## src/rtl/vga_fill_engine.sv

```systemverilog
// vga_fill_engine
//   Draws one pixel per clock into a VGA pixel-write interface. Three operations:
//     mode 0  rainbow : a margin-inset rectangle is redrawn frame after frame while
//                       the colour ramps FF0000 -> yellow -> green -> cyan -> blue ->
//                       magenta -> FF0000, one component step per frame.
//     mode 1  fill    : one frame of the inset rectangle in fill_color.
//     mode 2/3 clear  : one frame of the whole screen in 000000.
//
//   Control protocol: start is looked at only while busy=0 (IDLE). Once accepted,
//   busy stays high until the cycle after the one-cycle done pulse. abort drops
//   the engine back to IDLE on the next edge from any busy state, without done.
//   Every pixel is presented on VGA_X/VGA_Y/VGA_COLOR in the same cycle plot=1.
//
//   Ports
//     CLOCK_50, Resetn        clock, synchronous active-low reset
//     start, abort, mode      control inputs
//     fill_color              RGB888 colour for mode 1
//     busy, done              status (done is a single-cycle pulse)
//     VGA_X, VGA_Y, VGA_COLOR, plot   pixel write port
//     HEX5..HEX0              seven-segment outputs, active-low
//     state_dbg               current FSM state (0 IDLE, 1 DRAW, 2 DONE)
//
//   Build option: define VGA_FILL_HEX_EN to show the colour register on
//   HEX5..HEX0; otherwise the displays are held blank.
module vga_fill_engine #(
    parameter int         COLS         = 320,
    parameter int         ROWS         = 240,
    parameter int         nX           = 9,
    parameter int         nY           = 8,
    parameter int         MARGIN_SHIFT = 2,
    parameter logic [7:0] STEP         = 8'h11
) (
    input  logic          CLOCK_50,
    input  logic          Resetn,
    input  logic          start,
    input  logic          abort,
    input  logic [1:0]    mode,
    input  logic [23:0]   fill_color,
    output logic          busy,
    output logic          done,
    output logic [nX-1:0] VGA_X,
    output logic [nY-1:0] VGA_Y,
    output logic [23:0]   VGA_COLOR,
    output logic          plot,
    output logic [6:0]    HEX0,
    output logic [6:0]    HEX1,
    output logic [6:0]    HEX2,
    output logic [6:0]    HEX3,
    output logic [6:0]    HEX4,
    output logic [6:0]    HEX5,
    output logic [1:0]    state_dbg
);

    typedef enum logic [1:0] {IDLE = 2'd0, DRAW = 2'd1, DONE = 2'd2} state_t;

    localparam int MX = COLS >> MARGIN_SHIFT;
    localparam int MY = ROWS >> MARGIN_SHIFT;

    localparam logic [nX-1:0] WIN_X0  = nX'(MX);
    localparam logic [nX-1:0] WIN_X1  = nX'(COLS - MX);
    localparam logic [nY-1:0] WIN_Y0  = nY'(MY);
    localparam logic [nY-1:0] WIN_Y1  = nY'(ROWS - MY);
    localparam logic [nX-1:0] FULL_X1 = nX'(COLS - 1);
    localparam logic [nY-1:0] FULL_Y1 = nY'(ROWS - 1);

    state_t      state;
    logic [1:0]  mode_q;
    logic [2:0]  phase;
    logic [23:0] color;

    assign state_dbg = state;

    // Scan window of the running operation (mode bit 1 selects full screen).
    logic [nX-1:0] x0, x1;
    logic [nY-1:0] y0, y1;
    always_comb begin
        if (mode_q[1]) begin
            x0 = '0;     x1 = FULL_X1;
            y0 = '0;     y1 = FULL_Y1;
        end else begin
            x0 = WIN_X0; x1 = WIN_X1;
            y0 = WIN_Y0; y1 = WIN_Y1;
        end
    end

    // Load values for the edge that accepts start (uses the live mode input).
    logic [nX-1:0] start_x;
    logic [nY-1:0] start_y;
    logic [23:0]   load_color;
    always_comb begin
        start_x    = mode[1] ? '0 : WIN_X0;
        start_y    = mode[1] ? '0 : WIN_Y0;
        load_color = 24'h000000;
        if (mode == 2'd0)      load_color = 24'hFF0000;
        else if (mode == 2'd1) load_color = fill_color;
    end

    // Per-frame ramp step: pick one component, move it by STEP with saturation,
    // and flag when it has reached the end of its travel.
    logic [7:0]  sel, sel_new;
    logic        dir_up, ramp_limit;
    logic [23:0] ramp_color;
    always_comb begin
        sel    = color[15:8];
        dir_up = 1'b1;
        case (phase)
            3'd0:    begin sel = color[15:8];  dir_up = 1'b1; end
            3'd1:    begin sel = color[23:16]; dir_up = 1'b0; end
            3'd2:    begin sel = color[7:0];   dir_up = 1'b1; end
            3'd3:    begin sel = color[15:8];  dir_up = 1'b0; end
            3'd4:    begin sel = color[23:16]; dir_up = 1'b1; end
            3'd5:    begin sel = color[7:0];   dir_up = 1'b0; end
            default: begin sel = color[15:8];  dir_up = 1'b1; end
        endcase
        if (dir_up) sel_new = (sel > (8'hFF - STEP)) ? 8'hFF : sel + STEP;
        else        sel_new = (sel < STEP) ? 8'h00 : sel - STEP;
        ramp_limit = dir_up ? (sel_new == 8'hFF) : (sel_new == 8'h00);
        ramp_color = color;
        case (phase)
            3'd0, 3'd3: ramp_color[15:8]  = sel_new;
            3'd1, 3'd4: ramp_color[23:16] = sel_new;
            3'd2, 3'd5: ramp_color[7:0]   = sel_new;
            default:    ramp_color        = color;
        endcase
    end

    logic last_pix;
    assign last_pix = (VGA_X == x1) && (VGA_Y == y1);

    always_ff @(posedge CLOCK_50) begin
        if (!Resetn) begin
            state     <= IDLE;
            mode_q    <= 2'd0;
            phase     <= 3'd0;
            color     <= 24'h000000;
            VGA_X     <= '0;
            VGA_Y     <= '0;
            VGA_COLOR <= 24'h000000;
            plot      <= 1'b0;
            busy      <= 1'b0;
            done      <= 1'b0;
        end else begin
            case (state)
                IDLE: begin
                    plot <= 1'b0;
                    done <= 1'b0;
                    busy <= 1'b0;
                    if (start && !abort) begin
                        state     <= DRAW;
                        mode_q    <= mode;
                        phase     <= 3'd0;
                        color     <= load_color;
                        VGA_COLOR <= load_color;
                        VGA_X     <= start_x;
                        VGA_Y     <= start_y;
                        plot      <= 1'b1;
                        busy      <= 1'b1;
                    end
                end
                DRAW: begin
                    if (abort) begin
                        state <= IDLE;
                        plot  <= 1'b0;
                        busy  <= 1'b0;
                        done  <= 1'b0;
                    end else if (last_pix) begin
                        VGA_X <= x0;
                        VGA_Y <= y0;
                        if (mode_q != 2'd0 || phase == 3'd6) begin
                            state <= DONE;
                            plot  <= 1'b0;
                            done  <= 1'b1;
                        end else begin
                            color     <= ramp_color;
                            VGA_COLOR <= ramp_color;
                            if (ramp_limit) phase <= phase + 3'd1;
                        end
                    end else if (VGA_X == x1) begin
                        VGA_X <= x0;
                        VGA_Y <= VGA_Y + nY'(1);
                    end else begin
                        VGA_X <= VGA_X + nX'(1);
                    end
                end
                DONE: begin
                    state <= IDLE;
                    done  <= 1'b0;
                    busy  <= 1'b0;
                    plot  <= 1'b0;
                end
                default: begin
                    state <= IDLE;
                    done  <= 1'b0;
                    busy  <= 1'b0;
                    plot  <= 1'b0;
                end
            endcase
        end
    end

`ifdef VGA_FILL_HEX_EN
    function automatic logic [6:0] seg7(input logic [3:0] d);
        case (d)
            4'h0: seg7 = 7'b1000000;  4'h1: seg7 = 7'b1111001;
            4'h2: seg7 = 7'b0100100;  4'h3: seg7 = 7'b0110000;
            4'h4: seg7 = 7'b0011001;  4'h5: seg7 = 7'b0010010;
            4'h6: seg7 = 7'b0000010;  4'h7: seg7 = 7'b1111000;
            4'h8: seg7 = 7'b0000000;  4'h9: seg7 = 7'b0010000;
            4'hA: seg7 = 7'b0001000;  4'hB: seg7 = 7'b0000011;
            4'hC: seg7 = 7'b1000110;  4'hD: seg7 = 7'b0100001;
            4'hE: seg7 = 7'b0000110;  default: seg7 = 7'b0001110;
        endcase
    endfunction

    // Displays follow the colour register one cycle later; reset shows zeros.
    always_ff @(posedge CLOCK_50) begin
        if (!Resetn) begin
            HEX5 <= 7'b1000000; HEX4 <= 7'b1000000; HEX3 <= 7'b1000000;
            HEX2 <= 7'b1000000; HEX1 <= 7'b1000000; HEX0 <= 7'b1000000;
        end else begin
            HEX5 <= seg7(color[23:20]); HEX4 <= seg7(color[19:16]);
            HEX3 <= seg7(color[15:12]); HEX2 <= seg7(color[11:8]);
            HEX1 <= seg7(color[7:4]);   HEX0 <= seg7(color[3:0]);
        end
    end
`else
    assign HEX5 = 7'h7F;
    assign HEX4 = 7'h7F;
    assign HEX3 = 7'h7F;
    assign HEX2 = 7'h7F;
    assign HEX1 = 7'h7F;
    assign HEX0 = 7'h7F;
`endif

endmodule

```

## config.mk

```make
export PLATFORM = sky130hd
export DESIGN_NAME = vga_fill_engine
export DESIGN_NICKNAME = d
export VERILOG_FILES = /design/src/rtl/vga_fill_engine.sv
export SDC_FILE = /design/constraint.sdc
export NUM_CORES = 1
export LEC_CHECK = 0
export CAP_MARGIN = 10
export CORE_ASPECT_RATIO = 0.75
export CORE_UTILIZATION = 66
export DETAILED_ROUTE_END_ITERATION = 8
export DONT_BUFFER_PORTS = 1
export GPL_TIMING_DRIVEN = 0
export PLACE_DENSITY = 0.87
export SLEW_MARGIN = 25
export SYNTH_ARGS = -nofsm -noshare
export SYNTH_HDL_FRONTEND = slang
export SYNTH_SLANG_ARGS = --single-unit
```

## constraint.sdc

```tcl
create_clock -name CLOCK_50 -period 6.8 [get_ports CLOCK_50]
set_clock_uncertainty 0.2 [all_clocks]
set_input_delay 0.68 -clock CLOCK_50 [delete_from_list [all_inputs] [get_ports CLOCK_50]]
set_output_delay 0.68 -clock CLOCK_50 [all_outputs]
set_load 0.05 [all_outputs]
```

-- Yosys cells after proc, flatten, opt, wreduce, memory -nomap -nowiden
Cells that the tools add are included.
- bits in registers: 51
- input bits: 30
- output and inout port bits: 88
- logic and storage cells: 117
- add/subtract/negate cells: 5
- order comparisons: 2
- equal/unequal tests: 23
- muxes and demuxes: 49
- bitwise gates (word level): 2
- reduce and logical (&&, ||, !) cells: 25
- operators by type and width (operator ; number):
    $mux 24 ; 6
    $mux 8 ; 10
    $pmux 24 s2 ; 1
    $mux 9 ; 5
    $pmux 8 s2 ; 2
    $reduce_and 6->1 ; 4
    $mux 7 ; 3
    $pmux 9 s2 ; 1
    $mux 3 ; 5
    $mux 6 ; 2
    $ne 2x2->1 const B ; 6
    $ne 5x5->1 const B ; 2
    $add 9x1->9 const B ; 1
    $eq 3x3->1 const B ; 3
    $eq 9x9->1 ; 1
    $ne 3x3->1 const B ; 3
    $add 8x1->8 const B ; 1
    $add 8x5->8 const B ; 1
    $eq 8x8->1 ; 1
    $eq 8x8->1 const B ; 1
    $gt 8x8->1 const B ; 1
    $logic_not 8->1 ; 1
    $lt 8x5->1 const B ; 1
    $mux 2 ; 4
    other kinds (22) ; 40

-- Logic depth before layout (Yosys ltp)
Gate-level depths: netlist (run 1).
- depth after elaboration: 13
- gate-level depth with buffers: 18
- mapped depth without buffers: 16

-- Worst setup path after synthesis (run 1)
OpenSTA, ideal clock, no wires.
- path kind: register -> register
- start: register phase[0]
- end: register phase[2]
- arrival time: 3.625 ns
- setup slack: 2.904 ns
- stages on the path, launching flop included: 18
- path buffers: 2
- path through: dfxtp_1 > inv_1 > ha_1 > mux2_2 > buf_4 > a22oi_1 > a21boi_1 > ha_1 > o21ai_0 > a211oi_1 > o21ai_1 > and2_1 > clkbuf_1 > a221oi_1 > nand3_1 > nor4_1 > a21o_2 > mux2i_1
- cells in the longest elaborated chain, start to end: 10
- elaborated cells between the ends (all ways): 30
- those cells by class: 3 x add/sub; 2 x order compare; 9 x eq/ne; 10 x mux; 6 x reduce/logical
- RTL lines (what ; line ; RTL):
    from (decl) ; 68 ; logic [2:0] phase;
    from (signal assigned) ; 176 ; if (ramp_limit) phase <= phase + 3'd1;
    $eq 3x2->1 (tied with other cells) ; 106 ; case (phase)
    $reduce_or 2->1 (no source line) ; -- ;
    $pmux 8 s2 ; 106 ;
    $add 8x5->8 (tied with other cells) ; 115 ; if (dir_up) sel_new = (sel > (8'hFF - STEP)) ? 8'hFF : sel + STEP;
    $mux 8, on equally long branches ; 115, 116 ;
    $mux 8 ; 115 ;
    $eq 8x8->1 or $logic_not 8->1 (tied branches) ; 117 ; ramp_limit = dir_up ? (sel_new == 8'hFF) : (sel_new == 8'h00);
    $mux 1 ; 117 ;
    $ne 2x2->1 (no source line) ; -- ;
    $reduce_and 6->1 (no source line) ; -- ;
Several ways; a longest one is shown, not always the timed one. The select of a mux whose other input is x is not followed.
A chain may end at the register's enable or synchronous reset.

-- Final worst setup path (run 1)
- start: register phase[0]
- end: register phase[1]
The elaborated chain is that of the path after synthesis.

==> results of run 1 <==
-- area by class of cell --
class / instances / area (sq um)
Clock inverter: 3 / 27.5
Multi-Input combinational cell: 396 / 2340
Clock buffer: 5 / 68.8
Inverter: 12 / 45.0
Sequential cell: 51 / 1020
Buffer: 64 / 415
Fill cell: 435 / 1340
Tap cell: 75 / 93.8
-- worst max path at each step --
stage                to  depth (start not counted)
2_1_floorplan  phase[2]                         17
3_3_place_gp   phase[2]                         17
4_1_cts        phase[1]                         17
3_5_place_dp   phase[0]                         17
6_report       phase[1]                         17
5_1_grt        phase[0]                         17
-- power groups by stage --
stage | sequential [mW] | combinational [mW] | clock, mW
2_1_floorplan | 0.387 | 0.161 | 0
3_3_place_gp | 0.394 | 0.187 | 0
3_5_place_dp | 0.395 | 0.189 | 0
4_1_cts | 0.388 | 0.190 | 0.192
5_1_grt | 0.391 | 0.212 | 0.205
6_report | 0.389 | 0.197 | 0.194
-- per-layer routing --
metal  track usage (%)  up-vias
met5                 0        -
met4              9.48        0
met3              14.6       32
met2              57.3      282
met1              53.2     1748
li1                  -     1766
-- flip-flops by register name, indices dropped and copies added (netlist names) --
name,flops
VGA_X,9
VGA_Y,8
busy,1
color,24
done,1
mode_q,2
phase,3
plot,1
state_dbg,2
-- kinds of logic after synthesis --
logic type	after synthesis	synth area share, %
fa+ha+maj	10	3.41
compound gates	171	29.5
flops	51	27.8
buf+inv	76	12.6
simple gates	154	21.4
mux	8	2.59
xor+xnor	11	2.63
other cells	1	0.102
-- worst max-delay path: stages, from the launching register on --
cell and delay [ps]:
sky130_fd_sc_hd__dfxtp_1 420, sky130_fd_sc_hd__inv_1 100, sky130_fd_sc_hd__ha_1 280, sky130_fd_sc_hd__mux2_2 320, sky130_fd_sc_hd__buf_4 190, sky130_fd_sc_hd__a22oi_1 170
sky130_fd_sc_hd__a21boi_1 460, sky130_fd_sc_hd__ha_1 280, sky130_fd_sc_hd__o21ai_0 180, sky130_fd_sc_hd__a211oi_1 370, sky130_fd_sc_hd__o21ai_1 230, sky130_fd_sc_hd__and2_1 210
sky130_fd_sc_hd__clkbuf_1 200, sky130_fd_sc_hd__a221oi_1 560, sky130_fd_sc_hd__nand3_1 130, sky130_fd_sc_hd__nor4_1 200, sky130_fd_sc_hd__a21o_2 190, sky130_fd_sc_hd__mux2i_1 190
-- cells in the mapped netlist (7+ instances only) --
library cell	instances
sky130_fd_sc_hd__o21ai_0	50
sky130_fd_sc_hd__nand2_1	40
sky130_fd_sc_hd__a211oi_1	9
sky130_fd_sc_hd__inv_1	12
sky130_fd_sc_hd__a21boi_0	7
sky130_fd_sc_hd__o221a_2	7
sky130_fd_sc_hd__nand2b_1	8
sky130_fd_sc_hd__dfxtp_1	51
sky130_fd_sc_hd__nor4_1	7
sky130_fd_sc_hd__and2_1	8
sky130_fd_sc_hd__a21oi_1	46
sky130_fd_sc_hd__a31oi_1	14
sky130_fd_sc_hd__ha_1	10
sky130_fd_sc_hd__buf_4	44
sky130_fd_sc_hd__nand3_1	19
sky130_fd_sc_hd__nor2b_1	7
sky130_fd_sc_hd__nor2_1	33
sky130_fd_sc_hd__xnor2_1	8
sky130_fd_sc_hd__clkbuf_1	16
-- through the flow --
stage          cells  worst slack [ps]  area (sq um)  hold slack (ps)  utilization [%]
4_1_cts          606              2060          4010              288             74.9
3_5_place_dp     598              2140          3910              258             73.1
6_report         606              1860          4010              286             74.9
3_3_place_gp     598              2060          3910              252             73.1
2_1_floorplan    523              2900          3820              243                -
5_1_grt          606              1540          4010              303             74.9
==> impl_metrics.env, run 1 <==
export IMPL_status="finished clean"
export IMPL_synth_edff_count=0
export IMPL_worstReg2RegEnd="phase[1]"
export IMPL_io_pins=118
export IMPL_syn_avg_cell_area_sq_um=7.61
export IMPL_post_route_min_period_ps=4940
export IMPL_tritoncts="yes"
export IMPL_clk_pin_slew_ps=100
export IMPL_synth_yosys_seq_area_share_pct=27.8
export IMPL_p_seq_share_pct=49.9
export IMPL_mapped_cell_area_sq_um=3670
export IMPL_critical_path_required_ps=6850
export IMPL_synth_top_cell_area_share_pct=27.8
export IMPL_clock_path_buffers=2
export IMPL_hp_class="flip-flop to flip-flop"
export IMPL_pwr_density_cell_nw_per_um2=194
export IMPL_cts_num_sinks=51
export IMPL_chipWidth_um=88.1
export IMPL_postSynthRegisterBits=51
export IMPL_coreArea_sq_um=5350
export IMPL_final_net_count=570
export IMPL_drt_pass1_iter_count=5
export IMPL_synth_largest_area_cell="sky130_fd_sc_hd__dfxtp_1"
export IMPL_routabilityCongestion=1.02
export IMPL_grt_use_total_pct=38.8
export IMPL_number_of_drc_violations_after_detailed_routing=0
export IMPL_clock_power_share_pct=24.9
export IMPL_fmax_mhz=202
export IMPL_post_detailed_route_count_of_antenna_violating_nets=0
export IMPL_cts_repair_timing_setup_buffer_count=0
export IMPL_clock_latency_ps=320
export IMPL_totalNegativeSetupSlack_ps=0
export IMPL_initial_core_util_pct=68.5
export IMPL_crit_fanout=10
export IMPL_crit_reg_reg_startpoint="phase[0]"
export IMPL_synth_cell_type_count=60
export IMPL_timing_setup_critical_path_class="flip-flop to flip-flop"
export IMPL_area_growth_synth_to_final_pct=9.39
export IMPL_vdd_drop_max_v=0.000146
export IMPL_vias=3828
export IMPL_design_power_total_mw=0.779
export IMPL_final_cell_mix="sky130_fd_sc_hd__dfxtp_1 (51), sky130_fd_sc_hd__o21ai_0 (50), sky130_fd_sc_hd__a21oi_1 (46)"
export IMPL_worst_hold_path_endpoint="mode_q[0]"
export IMPL_synth_top_flop_cell="sky130_fd_sc_hd__dfxtp_1"
export IMPL_timing_final_setup_violations=0
export IMPL_worst_min_delay_path_startpoint="mode_q[0]"
export IMPL_ys_warn_count=0
export IMPL_grt_setup_unrepaired="false"
export IMPL_number_of_buffers_added_to_fix_hold_violations_after_cts=0
export IMPL_syn_instance_count=482
export IMPL_core_rowCount=23
export IMPL_critical_path_startpoint="phase[0]"
export IMPL_async_flop_share_pct=0
export IMPL_wire_length_of_the_first_global_routing_pass_um=17000
export IMPL_vias_per_cell=6.32
export IMPL_cap_viol_max_count=0
export IMPL_met2_length_um=4670
export IMPL_fp_dieH_um=66.5
export IMPL_final_hold_violation_count=0
export IMPL_postRouteWirelength_um=11200
export IMPL_power_share_combinational_pct=25.3
export IMPL_synthTopCellsByArea="sky130_fd_sc_hd__dfxtp_1 (28%), sky130_fd_sc_hd__buf_4 (9.0%), sky130_fd_sc_hd__o21ai_0 (6.8%)"
export IMPL_dp_hpwl_um=8380
export IMPL_routedWlPerCell_um=18.5
export IMPL_ff2ff_path_depth=17
export IMPL_grt_max_degree=19
export IMPL_ctsHtreeMaxLevel=2
export IMPL_timing_worst_slew_pin_value_ps=942
export IMPL_pint_mw=0.452
export IMPL_power_switching_mw=0.327
export IMPL_setup_worst_path_end_class="flip-flop"
export IMPL_static_leakage_nw=1.53
export IMPL_detailroute_wirelength_met3_um=1600
export IMPL_grt_overflow=0
export IMPL_antennaDiodeCount=0
export IMPL_slew_violations=0
export IMPL_ctsResizeCount=0
export IMPL_switch_share_pct=42.0
export IMPL_tritoncts_num_buffers=5
export IMPL_top_signal_layer_used="met4"
export IMPL_ff2ff_setup_slack_ps=1860
export IMPL_cp_data_arrival_time_ps=4990
export IMPL_antenna_found_initial=0
export IMPL_first_global_vias=3346
export IMPL_layout_worst_path_cycle_share_pct=72.7
export IMPL_place_port_buffers=0
export IMPL_route_layer_met1_wl_um=4680
export IMPL_whs_path_depth=2
export IMPL_final_layout_size_suffix_gt1_share_pct=13.9
export IMPL_layout_cells_most_common="sky130_fd_sc_hd__dfxtp_1"
export IMPL_clk_root_buffer_cell="sky130_fd_sc_hd__clkbuf_8"
export IMPL_startpoint_type="flip-flop"
export IMPL_drt_first_iter_violations=405
export IMPL_die_area_sq_um=5860
export IMPL_maxSlewHeadroom_pct=36.4
Power figures use the tool's default switching activity.
==> run 2: changes to the inputs <==
Settings changed: CORE_UTILIZATION 66 to 58, PLACE_DENSITY 0.87 to 0.81.
Clock period 6.8 ns to 4 ns, I/O delays scaled along.
==> run 2 against run 1 <==
Compared with the run above:
- flip-flop and latch count unchanged
- clock-buffer cell count increased by 1
- first-iteration DRC count increased by 2.5%
- cell count increased by 2.1%
- combinational power increased by 82%
- clock power increased by 57%
- routed wire length increased by 2.7%
- design area increased by 6.7%
- via count decreased by 0.13%
- critical path type unchanged
- largest cell class unchanged
- highest routed layer unchanged
==> impl_metrics.env, run 2 (same netlist as run 1, synthesis figures left out) <==
export IMPL_coreArea_sq_um=5950
export IMPL_grt_max_degree=16
export IMPL_routedWlPerCell_um=18.6
export IMPL_static_leakage_nw=1.62
export IMPL_fp_dieH_um=70.9
export IMPL_postRouteWirelength_um=11500
export IMPL_pwr_density_cell_nw_per_um2=309
export IMPL_hp_class="primary input to flip-flop"
export IMPL_timing_worst_slew_pin_value_ps=1010
export IMPL_drt_first_iter_violations=415
export IMPL_dp_hpwl_um=8480
export IMPL_clock_latency_ps=310
export IMPL_area_growth_synth_to_final_pct=16.8
export IMPL_ctsHtreeMaxLevel=2
export IMPL_tritoncts="yes"
export IMPL_timing_final_setup_violations=0
export IMPL_worst_min_delay_path_startpoint="mode[1]"
export IMPL_whs_path_depth=2
export IMPL_final_net_count=580
export IMPL_cap_viol_max_count=0
export IMPL_grt_overflow=0
export IMPL_slew_violations=0
export IMPL_vdd_drop_max_v=0.000250
export IMPL_final_cell_mix="sky130_fd_sc_hd__buf_4 (54), sky130_fd_sc_hd__o21ai_0 (49), sky130_fd_sc_hd__dfxtp_1 (45), sky130_fd_sc_hd__a21oi_1 (45), sky130_fd_sc_hd__conb_1 (42)"
export IMPL_vias=3823
export IMPL_antenna_found_initial=0
export IMPL_chipWidth_um=93.8
export IMPL_final_hold_violation_count=0
export IMPL_number_of_drc_violations_after_detailed_routing=0
export IMPL_initial_core_util_pct=61.7
export IMPL_die_area_sq_um=6650
export IMPL_ff2ff_setup_slack_ps=120
export IMPL_antennaDiodeCount=0
export IMPL_clk_root_buffer_cell="sky130_fd_sc_hd__clkbuf_8"
export IMPL_post_detailed_route_count_of_antenna_violating_nets=0
export IMPL_routabilityCongestion=0.996
export IMPL_cts_num_sinks=51
export IMPL_worst_hold_path_endpoint="mode_q[1]"
export IMPL_detailedPlace_worstSlack_ps=-750
export IMPL_tritoncts_num_buffers=5
export IMPL_clock_path_buffers=2
export IMPL_grt_use_total_pct=33.8
export IMPL_layout_worst_path_cycle_share_pct=97.1
export IMPL_cp_data_arrival_time_ps=3920
export IMPL_layout_cells_most_common="sky130_fd_sc_hd__buf_4"
export IMPL_number_of_buffers_added_to_fix_hold_violations_after_cts=0
export IMPL_startpoint_type="flip-flop"
export IMPL_post_route_min_period_ps=3880
export IMPL_first_global_vias=3311
export IMPL_clk_pin_slew_ps=100
export IMPL_top_regs="color x24, VGA_X x9, VGA_Y x8"
export IMPL_crit_fanout=10
export IMPL_wire_length_of_the_first_global_routing_pass_um=17300
export IMPL_placed_cells=601
export IMPL_timing_setup_critical_path_class="flip-flop to flip-flop"
export IMPL_ff2ff_path_depth=15
export IMPL_stdcell_count=619
export IMPL_vias_per_cell=6.18
export IMPL_place_port_buffers=0
export IMPL_fmax_mhz=258
export IMPL_largest_register_ff_count=24
export IMPL_setup_worst_path_end_class="flip-flop"
export IMPL_crit_reg_reg_startpoint="phase[0]"
export IMPL_worstReg2RegEnd="phase[0]"
export IMPL_drt_pass1_iter_count=5
export IMPL_final_layout_size_suffix_gt1_share_pct=20.7
export IMPL_critical_path_required_ps=4040
export IMPL_maxSlewHeadroom_pct=32.0
export IMPL_core_rowCount=24
export IMPL_final_setup_worst_slack_ps=117
export IMPL_status="finished clean"
export IMPL_register_name_with_the_most_flops="color"
export IMPL_io_pins=118
==> run 2: changes by cell type in the layout (fill, tap and decap cells not counted), moves of 3 or more <==
cell                      previous run  this run
sky130_fd_sc_hd__buf_4              44        54
sky130_fd_sc_hd__dfxtp_1            51        45
sky130_fd_sc_hd__dfxtp_2             0         4
sky130_fd_sc_hd__ha_1               10         6
sky130_fd_sc_hd__ha_4                0         4
sky130_fd_sc_hd__inv_1              12         9
sky130_fd_sc_hd__inv_2               0         3
==> run 2: worst max-delay path by stage <==
stage / start / depth (start not counted) / slack [ps] / to
detailed placement: phase[0] / 17 / -750 / phase[0]
global placement: phase[0] / 17 / -700 / phase[2]
CTS: phase[0] / 17 / 8 / phase[0]
floorplan: phase[0] / 17 / 100 / phase[2]
global route: phase[0] / 15 / -30 / phase[1]
finish: phase[0] / 15 / 120 / phase[0]
==> run 2: final cells by class <==
class | count | area [sq um]
Inverter | 12 | 45.0
Timing Repair Buffer | 12 | 90.1
Fill cell | 502 | 1670
Clock inverter | 2 | 12.5
Buffer | 62 | 424
Clock buffer | 6 | 72.6
Sequential cell | 51 | 1030
Multi-Input combinational cell | 396 | 2500
Tap cell | 78 | 97.6
==> run 2: critical path, cell delays in order, from the launching register on <==
cell	delay (ps)
sky130_fd_sc_hd__dfxtp_4	390
sky130_fd_sc_hd__inv_2	70
sky130_fd_sc_hd__ha_4	180
sky130_fd_sc_hd__mux2_4	290
sky130_fd_sc_hd__buf_6	150
sky130_fd_sc_hd__a22oi_2	250
sky130_fd_sc_hd__nand2_2	120
sky130_fd_sc_hd__ha_1	260
sky130_fd_sc_hd__a2111oi_4	280
sky130_fd_sc_hd__o2bb2ai_2	130
sky130_fd_sc_hd__nor3_4	220
sky130_fd_sc_hd__a311oi_2	100
sky130_fd_sc_hd__or4b_1	530
sky130_fd_sc_hd__and4bb_1	260
sky130_fd_sc_hd__a21o_2	180
sky130_fd_sc_hd__mux2i_1	200
==> run 2: through the flow <==
step	hold slack (ps)	TNS (ps)	util, %	area, sq um	total power [mW]
after floorplan	243	0	-	3820	0.932
after global placement	253	-6250	65.9	3920	0.990
after detailed placement	283	-6510	65.9	3920	0.994
after CTS	29.8	0	69.4	4120	1.30
after global routing	25.4	-70.6	72.0	4280	1.37
final	33.1	0	72.0	4280	1.32
==> run 2: power breakdown <==
part / internal (mW) / leakage, nW / switching [mW]
Combinational: 0.116 / 1.16 / 0.242
Sequential: 0.532 / 0.420 / 0.127
Clock: 0.123 / 0.0412 / 0.181
Total: 0.771 / 1.62 / 0.550
==> run 2: what timing repair did <==
item	in CTS	in global routing
resized for setup	20	29
pin swaps	5	7
setup endpoints to repair	23	18
buffers inserted	6	6
endpoints found under the hold margin	0	0
==> run 2: routing by layer <==
metal | up-vias | wire, um | GRT usage [%]
met4 | 0 | 110 | 8.03
met5 | - | 0 | 0
met1 | 1800 | 5290 | 49.7
met2 | 224 | 4850 | 49.2
met3 | 15 | 1250 | 8.39
li1 | 1784 | - | -
